File: src/rtl/osc_dac_spi_tx.sv
// osc_dac_spi_tx
// Decimates the oscillator's free-running 12-bit waveform to a fixed sample
// rate and sends each sample to an MCP4921-class DAC as a 16-bit SPI frame
// {DAC_CONFIG, code}, MSB first, followed by an LDAC strobe.
//
// Build option OSC_DAC_OFFSET_EN:
//   defined   - two's-complement wave is converted to offset binary
//               (0 maps to mid-scale 0x800) before transmission
//   undefined - wave is sent unchanged, for callers that pre-offset
//
// state   | meaning
// IDLE    | waiting for a sample tick while enable is high
// SHIFT   | cs_n low, 32 SCK half-periods clock the frame out MSB first
// CS_HOLD | cs_n released, SCK parked low for one half-period
// LDAC    | ldac_n low for one half-period so the DAC output updates
//
// Every pin is driven straight from a flop; dac_sdi is the top bit of the
// shift register, which is cleared whenever no frame is being shifted.

module osc_dac_spi_tx #(
  parameter int         CLK_DIV    = 4,
  parameter int         SAMPLE_DIV = 256,
  parameter logic [3:0] DAC_CONFIG = 4'b0011
) (
  input  logic        clk_in,
  input  logic        rst_in,
  input  logic [11:0] wave,
  input  logic        enable,
  output logic        dac_cs_n,
  output logic        dac_sck,
  output logic        dac_sdi,
  output logic        dac_ldac_n,
  output logic        busy,
  output logic        sample_tick,
  output logic        overrun
);

  localparam int PS_W  = (SAMPLE_DIV > 1) ? $clog2(SAMPLE_DIV) : 1;
  localparam int DIV_W = (CLK_DIV > 1) ? $clog2(CLK_DIV) : 1;
  localparam logic [PS_W-1:0]  PS_LAST   = PS_W'(SAMPLE_DIV - 1);
  localparam logic [DIV_W-1:0] DIV_LAST  = DIV_W'(CLK_DIV - 1);
  localparam logic [4:0]       HALF_LAST = 5'd31;

  typedef enum logic [1:0] {
    IDLE    = 2'd0,
    SHIFT   = 2'd1,
    CS_HOLD = 2'd2,
    LDAC    = 2'd3
  } state_t;

  state_t            state_q, state_d;
  logic [PS_W-1:0]   ps_q;
  logic [DIV_W-1:0]  div_q, div_d;
  logic [4:0]        half_q, half_d;
  logic [15:0]       shreg_q, shreg_d;
  logic              cs_n_d, sck_d, ldac_n_d, busy_d, sample_tick_d, overrun_d;
  logic              tick;
  logic              div_done;
  logic              half_done;
  logic [11:0]       code;

`ifdef OSC_DAC_OFFSET_EN
  assign code = {~wave[11], wave[10:0]};
`else
  assign code = wave;
`endif

  // The tick fires on the edge where the prescaler wraps back to 0.
  assign tick      = (ps_q == PS_LAST);
  assign div_done  = (div_q == '0);
  assign half_done = (half_q == '0);
  assign dac_sdi   = shreg_q[15];

  // Free-running sample prescaler, independent of enable and of the FSM.
  always_ff @(posedge clk_in) begin
    if (rst_in) begin
      ps_q <= '0;
    end else if (tick) begin
      ps_q <= '0;
    end else begin
      ps_q <= ps_q + 1'b1;
    end
  end

  // Next-state and next-pin logic; every pin is registered in the block below.
  always_comb begin
    state_d       = state_q;
    div_d         = div_q;
    half_d        = half_q;
    shreg_d       = shreg_q;
    cs_n_d        = dac_cs_n;
    sck_d         = dac_sck;
    ldac_n_d      = dac_ldac_n;
    busy_d        = busy;
    sample_tick_d = 1'b0;
    // A tick that arrives while a frame is still running (including its last
    // LDAC cycle) is dropped and remembered until reset.
    overrun_d     = overrun | (tick & enable & (state_q != IDLE));

    case (state_q)
      IDLE: begin
        if (tick && enable) begin
          state_d       = SHIFT;
          shreg_d       = {DAC_CONFIG, code};
          cs_n_d        = 1'b0;
          sck_d         = 1'b0;
          busy_d        = 1'b1;
          sample_tick_d = 1'b1;
          div_d         = DIV_LAST;
          half_d        = HALF_LAST;
        end
      end

      SHIFT: begin
        if (!div_done) begin
          div_d = div_q - DIV_W'(1);
        end else begin
          div_d = DIV_LAST;
          if (half_done) begin
            // Final falling edge coincides with releasing chip select.
            state_d = CS_HOLD;
            sck_d   = 1'b0;
            cs_n_d  = 1'b1;
            shreg_d = '0;
          end else begin
            half_d = half_q - 5'd1;
            sck_d  = ~dac_sck;
            // Data moves on falling edges so it is stable at the next rise.
            if (dac_sck) begin
              shreg_d = {shreg_q[14:0], 1'b0};
            end
          end
        end
      end

      CS_HOLD: begin
        if (!div_done) begin
          div_d = div_q - DIV_W'(1);
        end else begin
          div_d    = DIV_LAST;
          state_d  = LDAC;
          ldac_n_d = 1'b0;
        end
      end

      LDAC: begin
        if (!div_done) begin
          div_d = div_q - DIV_W'(1);
        end else begin
          state_d  = IDLE;
          ldac_n_d = 1'b1;
          busy_d   = 1'b0;
        end
      end

      default: begin
        state_d  = IDLE;
        cs_n_d   = 1'b1;
        sck_d    = 1'b0;
        ldac_n_d = 1'b1;
        busy_d   = 1'b0;
        shreg_d  = '0;
      end
    endcase
  end

  // State, timers, shift register and output pins; reset aborts any frame.
  always_ff @(posedge clk_in) begin
    if (rst_in) begin
      state_q     <= IDLE;
      div_q       <= '0;
      half_q      <= '0;
      shreg_q     <= '0;
      dac_cs_n    <= 1'b1;
      dac_sck     <= 1'b0;
      dac_ldac_n  <= 1'b1;
      busy        <= 1'b0;
      sample_tick <= 1'b0;
      overrun     <= 1'b0;
    end else begin
      state_q     <= state_d;
      div_q       <= div_d;
      half_q      <= half_d;
      shreg_q     <= shreg_d;
      dac_cs_n    <= cs_n_d;
      dac_sck     <= sck_d;
      dac_ldac_n  <= ldac_n_d;
      busy        <= busy_d;
      sample_tick <= sample_tick_d;
      overrun     <= overrun_d;
    end
  end

endmodule

File: config.mk
export PLATFORM = sky130hd
export DESIGN_NAME = osc_dac_spi_tx
export DESIGN_NICKNAME = d
export VERILOG_FILES = /design/src/rtl/osc_dac_spi_tx.sv
export SDC_FILE = /design/constraint.sdc
export NUM_CORES = 1
export LEC_CHECK = 0
export CAP_MARGIN = 40
export CORE_MARGIN = 3
export CORE_UTILIZATION = 49
export CTS_BUF_LIST = sky130_fd_sc_hd__clkbuf_8 sky130_fd_sc_hd__clkbuf_16
export DETAILED_ROUTE_END_ITERATION = 7
export GPL_ROUTABILITY_DRIVEN = 0
export HOLD_SLACK_MARGIN = 0.12
export PLACE_DENSITY = 0.71
export SLEW_MARGIN = 20
export SYNTH_ARGS = -nofsm -noshare
export SYNTH_HDL_FRONTEND = slang
export SYNTH_SLANG_ARGS = --single-unit
File: constraint.sdc
create_clock -name clk_in -period 2.4 [get_ports clk_in]
set_clock_uncertainty 0.05 [all_clocks]
set_input_delay 0.6 -clock clk_in [delete_from_list [all_inputs] [get_ports clk_in]]
set_output_delay 0.6 -clock clk_in [all_outputs]
set_load 0.02 [all_outputs]
# Word level (Yosys, flattened, before mapping)
# Cells that the tools add are included.
# word_totals
regBits	39
out_inout_bits	7
word_cells	82
# op_classes
add_sub_neg	3
n_eq_ne	12
mux	32
bitwise	5
n_reduce_logical	19
# op_table
operator	count
$mux W16	4
$pmux W16 S2	1
$mux W2	8
$mux W5	3
$ne A2 B2 Y1 const B	7
$reduce_and A4 Y1	3
$pmux W5 S2	1
$mux W1	9
$reduce_and A3 Y1	3
$add A8 B1 Y8 const B	1
$eq A8 B8 Y1 const B	1
$pmux W1 S2	4
$pmux W2 S4	1
$reduce_bool A2 Y1	4
$pmux W2 S3	1
$reduce_or A2 Y1	3
$logic_not A5 Y1	1
$reduce_and A5 Y1	1
$sub A5 B1 Y5 const B	1
$eq A2 B2 Y1 const B	2
$logic_not A2 Y1	2
$ne A3 B3 Y1 const B	1
$and A1 B1 Y1	2
$eq A2 B1 Y1 const B	1
5 further kinds	6

# Depth between registers and ports, before layout
# logic_depth
depth_word	4
mapped_depth	8

# Worst setup path before layout
# OpenSTA, ideal clock, no wires.
# synth_timing
path_type	flip-flop to flip-flop
startpoint	reg half_q[0]
endpoint	reg shreg_q[10]
setup_time_ns	0.136
t_arrival_ns	1.795
t_required_ns	2.214
setup_slack_ns	0.420
stages_incl_launch_ff	9
path_buffers	2
period_less_slack_ns	1.980
cell_sequence	dfxtp_1 > inv_1 > ha_1 > or4b_4 > buf_6 > a31o_2 > nor2_1 > buf_4 > a211oi_1
# synth_between
elab_chain_cells	4
# synth_rtl
element	line_no	source
start: declaration	54	logic [4:0] half_q, half_d;
start signal: assignment	183	half_q <= half_d;
$logic_not A5 Y1 (*)	71	assign half_done = (half_q == '0);
$mux W16	119	if (half_done) begin
$mux W16	115	if (!div_done) begin
$pmux W16 S2	100	case (state_q)
end signal: assignment	184	shreg_q <= shreg_d;
end: declaration	55	logic [15:0] shreg_q, shreg_d;
# Every way passes the cells marked *; elsewhere a longest branch is shown, timed or not. The select of a mux whose other input is x is not followed.
# A chain may end at the register's enable or synchronous reset.

# Worst setup path after layout
# layout_timing
startpoint	reg half_q[0]
endpoint	reg shreg_q[13]
# The elaborated chain is that of the path after synthesis.

==> summary.txt <==
Status
  – Outcome: complete, no violations

STA
  – Fin crit period: 2.09 ns
  – Setup TNS: 0 ns
  – Slew Limit Fails: 0
  – Rel. slew slack: 63.1%
  – Least-Margin Pin Slew: 0.546 ns
  – Setup violators final: 0
  – RSZ-0062 raised after global routing: false
  – Final hold vios: 0
  – Period utilization: 87.0%
  – FMAX: 0.479 GHz

Clocking
  – Total clock buffers created by CTS: 5
  – Sink Count: 39
  – Setup bufs post-CTS: 0
  – H-tree depth: 2
  – Clk Latency, worst-skew pair: 0.30 ns
  – Root Buffer: clkbuf_8
  – Cts hold-fix bufs: 0
  – CTS tree: built
  – Clock transition at the registers of the reported paths: 0.07 ns
  – PostCTS Resize Cnt: 0
  – Bufs on Longest Clock Path: 2

Route
  – Antenna Nets Post-Route: 0
  – Vias per inst: 5.75
  – Detailed Route WL: 3980 µm
  – Drt drc: 0
  – TritonRoute pass-1 iters: 4
  – Vias: 1,685
  – WL/cell: 13.6 µm
  – Initial DRC Count: 114

Global routing
  – Largest net degree at the start of global routing: 35
  – Remaining Overflow, GRT: 0
  – Initial antenna violation count: 0
  – GRT Overall Usage: 18.9%
  – Global-route wire length before repair: 6640 µm
  – Vias in the first global route: 1,449

Yosys
  – Register bit total from synthesis: 39
  – Register area share after synthesis: 40.4%
  – Netlist cell types: 46
  – Ys flop type: dfxtp_1
  – FFs w/ async S/R, synth: 0%
  – Post-Syn Instances: 223
  – Post-synth EDFFs: 0
  – Mapped Area: 1930 µm²
  – Mean area per synthesized cell: 8.67 µm²
  – Syn Nets: 246
  – Count of warnings emitted by yosys: 0

Worst setup path
  – CP peak stage delay: 0.52 ns
  – CP Capture Type: flip-flop
  – CP required: 2.56 ns
  – Delay-heaviest family, CP: compound AO/OA/AOI/OAI gates
  – R2R setup slack: 0.31 ns
  – Critical path class: reg -> reg
  – R2R depth: 6
  – Worst path bufs/invs: 1
  – Critical path arrival: 2.25 ns
  – Critical Path Start Type: flip-flop
  – Worst-path cell chain: inv_1, ha_1, or4b_4, a31oi_4, a21oi_1, a311oi_1
  – Crit-path max FO: 16
  – Slowest cell on the critical path: or4b_4
  – Crit Reg-Reg Startpoint: half_q[0]
  – R2R Path End: shreg_q[13]

Job
  – Max Cap Viol: 0

Die
  – Std cell rows: 22
  – Die X: 68.8 µm
  – Die Span Y: 68.8 µm
  – Total core area: 3740 µm²
  – Initial core utilization: 51.7%
  – Die area: 4740 µm²
  – # IOs: 22

Finish
  – Synthesis-to-finish area growth: 20.7%
  – # nets final: 267
  – N_diodes: 0
  – Share of layout cells above drive strength 1: 8.98%
  – Layout Utilization: 62.4%

Power
  – Sw Pwr: 0.686 mW
  – Power Density: 902 nW/µm²
  – Clock power frac: 30.4%
  – Final Power: 2.11 mW
  – Maximum VDD drop: 0.465 mV
  – Leak: 0.819 nW
  – Comb pwr share: 32.3%
  – Share of power burned in registers: 37.3%
  – Sw Share: 32.6%
  – Internal: 1.42 mW

Min path
  – Hold EP: shreg_q[12]
  – Hold depth: 2
  – Hold path startpoint: shreg_q[11]
  – Hold Path Class: reg -> reg

Place
  – Input/output buffers: 21
  – Final HPWL DP: 2620 µm
[cells by family after synthesis]
| logic type | count (synthesis) | synth area share (%) |
|---|---|---|
| AOI/OAI and AO/OA | 77 | 26.3 |
| and+or+nand+nor | 66 | 18.7 |
| DFF | 39 | 40.4 |
| buffers and inverters | 26 | 6.21 |
| adders and majority gates | 8 | 5.17 |
| xor gates and xnor gates | 6 | 2.72 |
| muxes | 1 | 0.517 |
[per-stage QoR]
stage                     hold WS [ns]  setup WS, ns  instance area (µm²)  instances
final                            0.430         0.312                 2330        293
after global routing             0.456         0.125                 2330        293
after CTS                        0.433         0.309                 2330        293
after detailed placement         0.417         0.163                 2200        285
after global placement           0.406         0.187                 2200        285
after floorplan                  0.391         0.420                 1930        223
[power groups by stage]
stage | Combinational [mW] | Clock (mW) | Sequential, mW
floorplan | 0.541 | 0 | 0.784
global placement | 0.669 | 0 | 0.798
detailed placement | 0.675 | 0 | 0.797
CTS | 0.682 | 0.649 | 0.785
global route | 0.755 | 0.683 | 0.797
finish | 0.680 | 0.641 | 0.786
[metal layers]
metal,up-vias,wire [µm],global-route usage [%]
met5,-,0,0
met1,789,1890,24.8
met2,26,1880,29.4
met4,0,78,8.27
met3,7,134,4.38
li1,863,-,-
[registers in the layout, indices dropped and copies added (netlist names)]
| register | cells |
|---|---|
| busy | 1 |
| ps_q | 8 |
| dac_cs_n | 1 |
| shreg_q | 16 |
| div_q | 2 |
| half_q | 5 |
| overrun | 1 |
| sample_tick | 1 |
| dac_ldac_n | 1 |
| state_q | 2 |
| dac_sck | 1 |
[placed cells by master, fill, tap and decap left out, types with 6 or more instances in the layout]
cell             netlist  final
nor2_1                20     20
ha_1                   8      8
clkdlybuf4s50_1        0     21
o21ai_0                9      9
a31oi_1               11     11
a21oi_1               26     26
nor2b_1               12     12
dfxtp_1               39     39
inv_1                 10     11
buf_4                  1      8
a211oi_1              13     13
nand2_1                6      6
[layout make-up]
type / instances / area, µm²
timing repair buffer: 30 / 290
multi-input combinational: 158 / 1030
clock buffer: 5 / 68.8
sequential: 39 / 781
clock inverter: 3 / 63.8
fill: 359 / 1410
tap: 48 / 60.1
inverter: 10 / 37.5
[worst max path at each step]
stage	start	end	slack (ns)	cells past startpoint
global placement	enable	dac_sck	0.19	6
finish	half_q[0]	shreg_q[13]	0.31	6
detailed placement	enable	shreg_q[6]	0.16	7
floorplan	half_q[0]	shreg_q[10]	0.42	8
global route	half_q[0]	shreg_q[12]	0.12	6
CTS	half_q[0]	shreg_q[13]	0.31	6
[Yosys cell counts, types with 2 or more instances]
cell,count,area (µm²)
dfxtp_1,39,781
a21oi_1,26,130
nor2_1,20,75.1
a211oi_1,13,97.6
nor2b_1,12,75.1
a31oi_1,11,68.8
inv_1,10,37.5
clkbuf_1,9,33.8
o21ai_0,9,45.0
ha_1,8,100
nand2_1,6,22.5
nand3_1,5,25.0
nand4_1,5,31.3
xor2_1,5,43.8
a311oi_1,4,35.0
buf_2,3,15.0
nor3_1,3,15.0
or3_1,3,18.8
a41o_1,2,20.0
buf_6,2,22.5
nand2b_1,2,12.5
o31ai_1,2,15.0
[worst min-delay path, cell delays in order, from the launching register on]
cell and delay [ns]:
dfxtp_1 0.31, nand2_1 0.05, a311oi_1 0.07
Power figures use the tool's default switching activity.
==> patch 1, RTL diff (same flow settings) <==
The parameter `CLK_DIV` goes from 4 to 8.
--- a/src/rtl/osc_dac_spi_tx.sv
+++ b/src/rtl/osc_dac_spi_tx.sv
@@ -20,3 +20,3 @@
 module osc_dac_spi_tx #(
-  parameter int         CLK_DIV    = 4,
+  parameter int         CLK_DIV    = 8,
   parameter int         SAMPLE_DIV = 256,
Formal check against the unedited RTL: same outputs for any inputs over 10 cycles, from zero or initial values and one cycle with rst_in high; that may be too few to reach the edited logic, so the function may still have changed.
==> patch 1 against the unedited design <==
  * Power down 9.1%
  * Critical path depth is 1 higher
  * Synthesized area grew 5.7%
  * Via count rose by 12%
  * Sequential share of layout area decreased by 0.92 points
  * Wire length up 12%
  * Final area up 5.5%
  * Sequential power up 5.3%
  * Sequential cell count up 1
  * First-iteration DRC count grew 29%
  * Cell count is 9.9% higher
  * Setup slack got worse by 0.11 ns
==> patch 1: results (changes against the unedited design) <==
The flow ran to the end, and the final reports show no timing, DRC or antenna violations. The run gives 39.2% (-1.2 points) as the portion of the post-synthesis area used by sequential elements. The detailed router's first-iteration violation count is 147 (+29%). Following the worst setup path forward leads to its endpoint at shreg_q[2]$_SDFFE_PP0P_.

Class of the tightest hold or removal check: reg2reg. The logs give 0.20 ns (-0.11 ns) for the minimum setup slack among reg-to-reg paths and 272 (+11%) for the net count of the mapped netlist. The fraction of met3 tracks used by global routing is 3.98% (-0.40 points), and the synthesized area per cell is 8.24 µm² (-5.0%). The compound-cell area share of the yosys netlist came out at 27.8% (+1.5 points).

The met1 track utilization from global routing is 25.1% (+0.24 points), and the CTS clock-pin slew for the worst setup and hold paths is 0.08 ns. The post-synthesis share of cell area spent on xor and xnor gates is 1.71% (-1.0 points). The run gives 1,706 (+18%) as the via count of the first global-routing pass. The run gives 28 (-20%) as the pin count of the biggest net entering global routing. Proportion of synthesized flip-flops having asynchronous set or reset: 0% (unchanged). For the final layout net count, the log shows 297 (+11%).

The share of layout cells above drive strength 1 is 9.12% (+0.14 points), and the total wirelength of the detailed-routed design is 4480 µm (+12%). The number of warnings printed during yosys synthesis was 0 (unchanged). The post-synthesis mux area share works out to 0% (-0.52 points). The tools report the global-route met2 utilization as 30.1% (+0.71 points).

For the instance count after placement with tap cells included, the log shows 314 (+10%). The maximum VDD drop was 0.490 mV (+5.4%); the worst slew margin relative to its limit was 64.7% (+1.6 points). For the sum of net half-perimeters after detailed placement, the log shows 3020 µm (+15%). Counting instances in the post-synthesis netlist gives the leading cell types as 40 x sky130_fd_sc_hd__dfxtp_1, 38 x sky130_fd_sc_hd__a21oi_1, 31 x sky130_fd_sc_hd__nor2_1.

The destination of the worst register-to-register timing path was shreg_q[2]$_SDFFE_PP0P_. Global-route wire length before repair: 7760 µm (+17%). The shortest period the worst path allows is 2.20 ns (+0.114 ns), and the global-route usage over all layers is 18.6% (-0.26 points). The number of filler instances in the final layout is 343 (-4.5%).

The startpoint of the most critical register-to-register path is half_q[0]$_SDFFE_PP0P_. Largest fanout of any net on the critical path: 19 (+3). For the worst slack at placement, the log shows 0.138 ns (-0.0254 ns). Number of cells in the finished layout apart from fillers: 322 (+9.9%). By area the synthesized netlist is led by sky130_fd_sc_hd__dfxtp_1 39%, sky130_fd_sc_hd__a21oi_1 9.3%, sky130_fd_sc_hd__nor2_1 5.7%, sky130_fd_sc_hd__ha_1 5.5%, sky130_fd_sc_hd__a211oi_1 4.4%. The number of buffers on the longest clock path came out at 2 (unchanged). The logs give 0.872 nW (+6.4%) for the static leakage and 44 (-4.3%) for the count of distinct cell types in the synthesized netlist. The post-synthesis adder-cell area fraction works out to 5.51% (+0.33 points). The critical path start-end classification was reg2reg. The total number of vias is 1,895 (+12%), and the number of buffers created by CTS is 5 (unchanged).

For this run, the leading register cell type out of synthesis is sky130_fd_sc_hd__dfxtp_1. The cell depth of the worst flop-to-flop path was 7 (+1).
==> patch 1: layout make-up <==
cell class / instances / area, µm² / share of cell area [%]
clock buffer: 5 / 68.8 / 2.79
clock inverter: 3 / 38.8 / 1.58
inverter: 11 / 41.3 / 1.68
multi-input combinational: 182 / 1130 / 45.8
sequential: 40 / 801 / 32.5
tap: 48 / 60.1 / 2.44
timing repair buffer: 33 / 325 / 13.2
==> patch 1: per-layer routing <==
layer	up-vias	wire (µm)
met5	-	0
met4	0	60
met3	6	202
met2	48	2050
met1	899	2170
li1	942	-
==> patch 1: worst min-delay path by stage <==
stage / startpoint / endpoint / slack, ns / cells after the start
floorplan: ps_q[0]$_SDFF_PP0_ / ps_q[0]$_SDFF_PP0_ / 0.37 / 1
global placement: ps_q[0]$_SDFF_PP0_ / ps_q[0]$_SDFF_PP0_ / 0.38 / 1
detailed placement: ps_q[0]$_SDFF_PP0_ / ps_q[0]$_SDFF_PP0_ / 0.39 / 1
CTS: ps_q[0]$_SDFF_PP0_ / ps_q[0]$_SDFF_PP0_ / 0.41 / 1
global route: ps_q[0]$_SDFF_PP0_ / ps_q[0]$_SDFF_PP0_ / 0.44 / 1
finish: ps_q[0]$_SDFF_PP0_ / ps_q[0]$_SDFF_PP0_ / 0.40 / 1
==> patch 1: kinds of logic after synthesis <==
group	after synthesis
buf+inv	26
fa+ha+maj	9
compound gates	88
xor+xnor	4
simple gates	81
flops	40
==> patch 1: power by group <==
group	total (mW)	internal, mW	switching, mW
logic	0.560	0.239	0.321
clock network	0.527	0.304	0.223
registers	0.828	0.763	0.0653
total	1.91	1.31	0.609
==> patch 1: stage by stage <==
step | instance area [µm²] | utilization [%]
after floorplan | 2040 | -
final | 2460 | 64.4
after CTS | 2460 | 64.4
after global placement | 2350 | 61.5
after global routing | 2460 | 64.4
after detailed placement | 2350 | 61.5
==> patch 1: worst max-delay path: stages (launching register included) <==
cell and delay, ns:
sky130_fd_sc_hd__dfxtp_1 0.33, sky130_fd_sc_hd__inv_1 0.08, sky130_fd_sc_hd__ha_1 0.20, sky130_fd_sc_hd__nor4b_2 0.37, sky130_fd_sc_hd__buf_12 0.21, sky130_fd_sc_hd__o32a_1 0.49
sky130_fd_sc_hd__a21oi_1 0.14, sky130_fd_sc_hd__a211oi_1 0.24
==> patch 2, RTL diff (config.mk and constraints unchanged) <==
Made on the original files. Remove the register `sample_tick`: a continuous assignment takes its place, so the output `sample_tick` follows one clock earlier.
--- a/src/rtl/osc_dac_spi_tx.sv
+++ b/src/rtl/osc_dac_spi_tx.sv
@@ -177,3 +177,2 @@
       busy        <= 1'b0;
-      sample_tick <= 1'b0;
       overrun     <= 1'b0;
@@ -188,3 +187,2 @@
       busy        <= busy_d;
-      sample_tick <= sample_tick_d;
       overrun     <= overrun_d;
@@ -193,2 +191,4 @@
 
+  assign sample_tick = sample_tick_d;
+
 endmodule
Behaviour: no difference found for any inputs over 10 cycles, from zero or initial values and one cycle with rst_in high; that may be too few to reach the edited logic, so the function may still have changed.
==> patch 2 against the unedited design <==
  * Critical path depth shrank 2
  * Final area shrank 1.0%
  * Setup slack worse by 0.16 ns
  * Largest cell class unchanged
  * Synthesized area decreased by 0.39%
  * Die area fell by 0.35%
  * Wire length up 0.55%
  * Sequential cell count is 1 lower
Power is not compared: it rests on default switching activity, and its combinational part moved more than twofold at a synthesized area within 25%.
==> patch 2: results (changes against the unedited design) <==
The proportion of synthesized flip-flops having asynchronous set or reset is 0% (unchanged). Iteration count of the initial detailed-routing pass: 4 (unchanged). The count of endpoints failing setup in the final report was 0 (unchanged); the clock network latency to the later pin of the worst-skew pair was 0.29 ns. The final layout net count was 271 (+1.5%). The root buffer cell chosen for the clock tree is sky130_fd_sc_hd__clkbuf_8. The count of distinct cell types in the synthesized netlist is 44 (-4.3%), and the largest fanout of any net on the critical path is 2 (-14). The peak per-stage delay on the critical path is 0.46 ns (-0.06 ns), and the number of warnings printed during yosys synthesis is 0 (unchanged). In the synthesized netlist, the cells that appear most often are 38 x sky130_fd_sc_hd__dfxtp_1, 22 x sky130_fd_sc_hd__a21oi_1, 18 x sky130_fd_sc_hd__nor2_1. For the number of antenna cells inserted, the log shows 0 (unchanged).

The worst hold path stage count works out to 2 (unchanged). The run gives 18.1% (-0.74 points) as the global-route usage over all layers. The path with the worst hold slack has its endpoint at overrun$_SDFF_PP0_.

Broken down by cell family, the worst path's largest delay share belongs to buffers and inverters. For the cell area after placement, the log shows 0.00223 mm² (+1.4%). For the detailed router's first-iteration violation count, the log shows 94 (-18%).

The first element of the critical path was enable. The total wirelength of the detailed-routed design was 4000 µm (+0.55%); the number of port buffers was 21 (unchanged). The largest registers in the layout are shreg_q (16), ps_q (8), half_q (5).

The number of buffers created by CTS was 5 (unchanged). The depth of the CTS H-tree came out at 2 (unchanged). The worst register-to-register path ends at shreg_q[13]$_SDFFE_PP0P_.

The share of layout cells above drive strength 1 was 12.1% (+3.1 points). The minimum setup slack among reg-to-reg paths was 0.23 ns (-0.08 ns). For the via count of the first global-routing pass, the log shows 1,391 (-4.0%). Pin count of the biggest net entering global routing: 38 (+8.6%). Ranked by total cell area, the synthesized netlist is headed by sky130_fd_sc_hd__dfxtp_1 39%, sky130_fd_sc_hd__a21oi_1 5.7%, sky130_fd_sc_hd__a211oi_1 5.5%, sky130_fd_sc_hd__ha_1 5.2%, sky130_fd_sc_hd__a31oi_1 4.2%.

For the worst slew margin relative to its limit, the log shows 68.5% (+5.4 points). The startpoint identified for the worst hold timing path is overrun$_SDFF_PP0_. Across the VDD grid, the largest voltage drop is 0.438 mV. The number of antenna violations at the first check in global routing was 0 (unchanged); the number of buffers on the longest clock path was 2 (unchanged). The class of the tightest hold or removal check was reg2reg.

The sum of net half-perimeters after detailed placement came out at 2690 µm (+2.5%). The static leakage was 0.821 nW. The portion of the post-synthesis area used by sequential elements was 39.5% (-0.88 points); the total number of vias was 1,654 (-1.8%). The number of buffers inserted by post-CTS setup repair was 0 (unchanged). The cell depth of the worst flop-to-flop path is 8 (+2). The run finished with clean final reports.

CTS clock-pin slew for the worst setup and hold paths: 0.07 ns (about the same). Startpoint of the most critical register-to-register path: state_q[0]$_SDFFE_PP0P_. The slowest stage of the critical path is the sky130_fd_sc_hd__clkdlybuf4s50_1 cell. The logs give 242 (-1.6%) for the net count of the mapped netlist and 6410 µm (-3.4%) for the global-route wire length before repair.
-- patch 2: area by class of cell --
class / count / area [µm²]
clock inverter: 2 / 10.0
sequential: 38 / 761
multi-input combinational: 153 / 1020
timing repair buffer: 38 / 343
clock buffer: 5 / 68.8
inverter: 12 / 45.0
fill: 337 / 1410
tap: 48 / 60.1
-- patch 2: worst min-delay path, cell delays in order (launching register included) --
cell and delay (ns):
sky130_fd_sc_hd__dfxtp_1 0.33, sky130_fd_sc_hd__nor2_1 0.05, sky130_fd_sc_hd__nor2_1 0.07
-- patch 2: power breakdown --
| part | total [mW] | switching (mW) | internal (mW) | leakage, nW |
|---|---|---|---|---|
| sequential | 0.643 | 0.00660 | 0.637 | 0.307 |
| combinational | 0.0783 | 0.0337 | 0.0446 | 0.470 |
| clock | 0.414 | 0.219 | 0.195 | 0.0438 |
| total | 1.14 | 0.259 | 0.876 | 0.821 |
-- patch 2: worst max-delay path by stage --
stage / endpoint / cells past startpoint
after floorplan: shreg_q[3]$_SDFFE_PP0P_ / 9
after global placement: sample_tick / 4
after detailed placement: sample_tick / 4
after CTS: sample_tick / 4
after global routing: sample_tick / 4
final: sample_tick / 4
-- patch 2: layer usage --
layer	share of wire [%]	wire length, µm	GRT usage (%)	up-vias
met4	1.4	56	8.76	0
li1	-	-	-	852
met1	50	1990	24.4	767
met5	0	0	0	-
met3	3.9	155	3.89	5
met2	45	1800	27.4	30
-- patch 2: through the flow --
stage          setup slack (ns)  std cells  hold WS [ns]  utilization, %  power [mW]
3_5_place_dp             -0.273        288         0.414            60.1       0.735
3_3_place_gp             -0.244        288         0.400            60.1       0.734
6_report                  0.157        296         0.426            62.2        1.14
5_1_grt                  0.0402        296         0.454            62.2        1.17
4_1_cts                  0.0173        295         0.430            62.2        1.15
2_1_floorplan             0.413        219         0.391               -       0.699
-- patch 2: cells by family (layout without fill, tap and decap cells) --
logic type               after synthesis  in the layout  share of synthesized area (%)
flip-flops                            38             38                           39.5
AND/OR/NAND/NOR                       64             64                           17.4
adder cells (fa/ha/maj)                8              8                           5.20
buffers and inverters                 28             57                           7.40
XOR/XNOR                               6              6                           2.73
AO/OA/AOI/OAI                         71             71                           25.6
multiplexers                           4              4                           2.14
-- patch 2: repair_timing --
| item | CTS | global route |
|---|---|---|
| hold buffers | 0 | 0 |
| resized for setup | 1 | 3 |
| gates cloned | 0 | 0 |
| setup endpoints to repair | 1 | 1 |
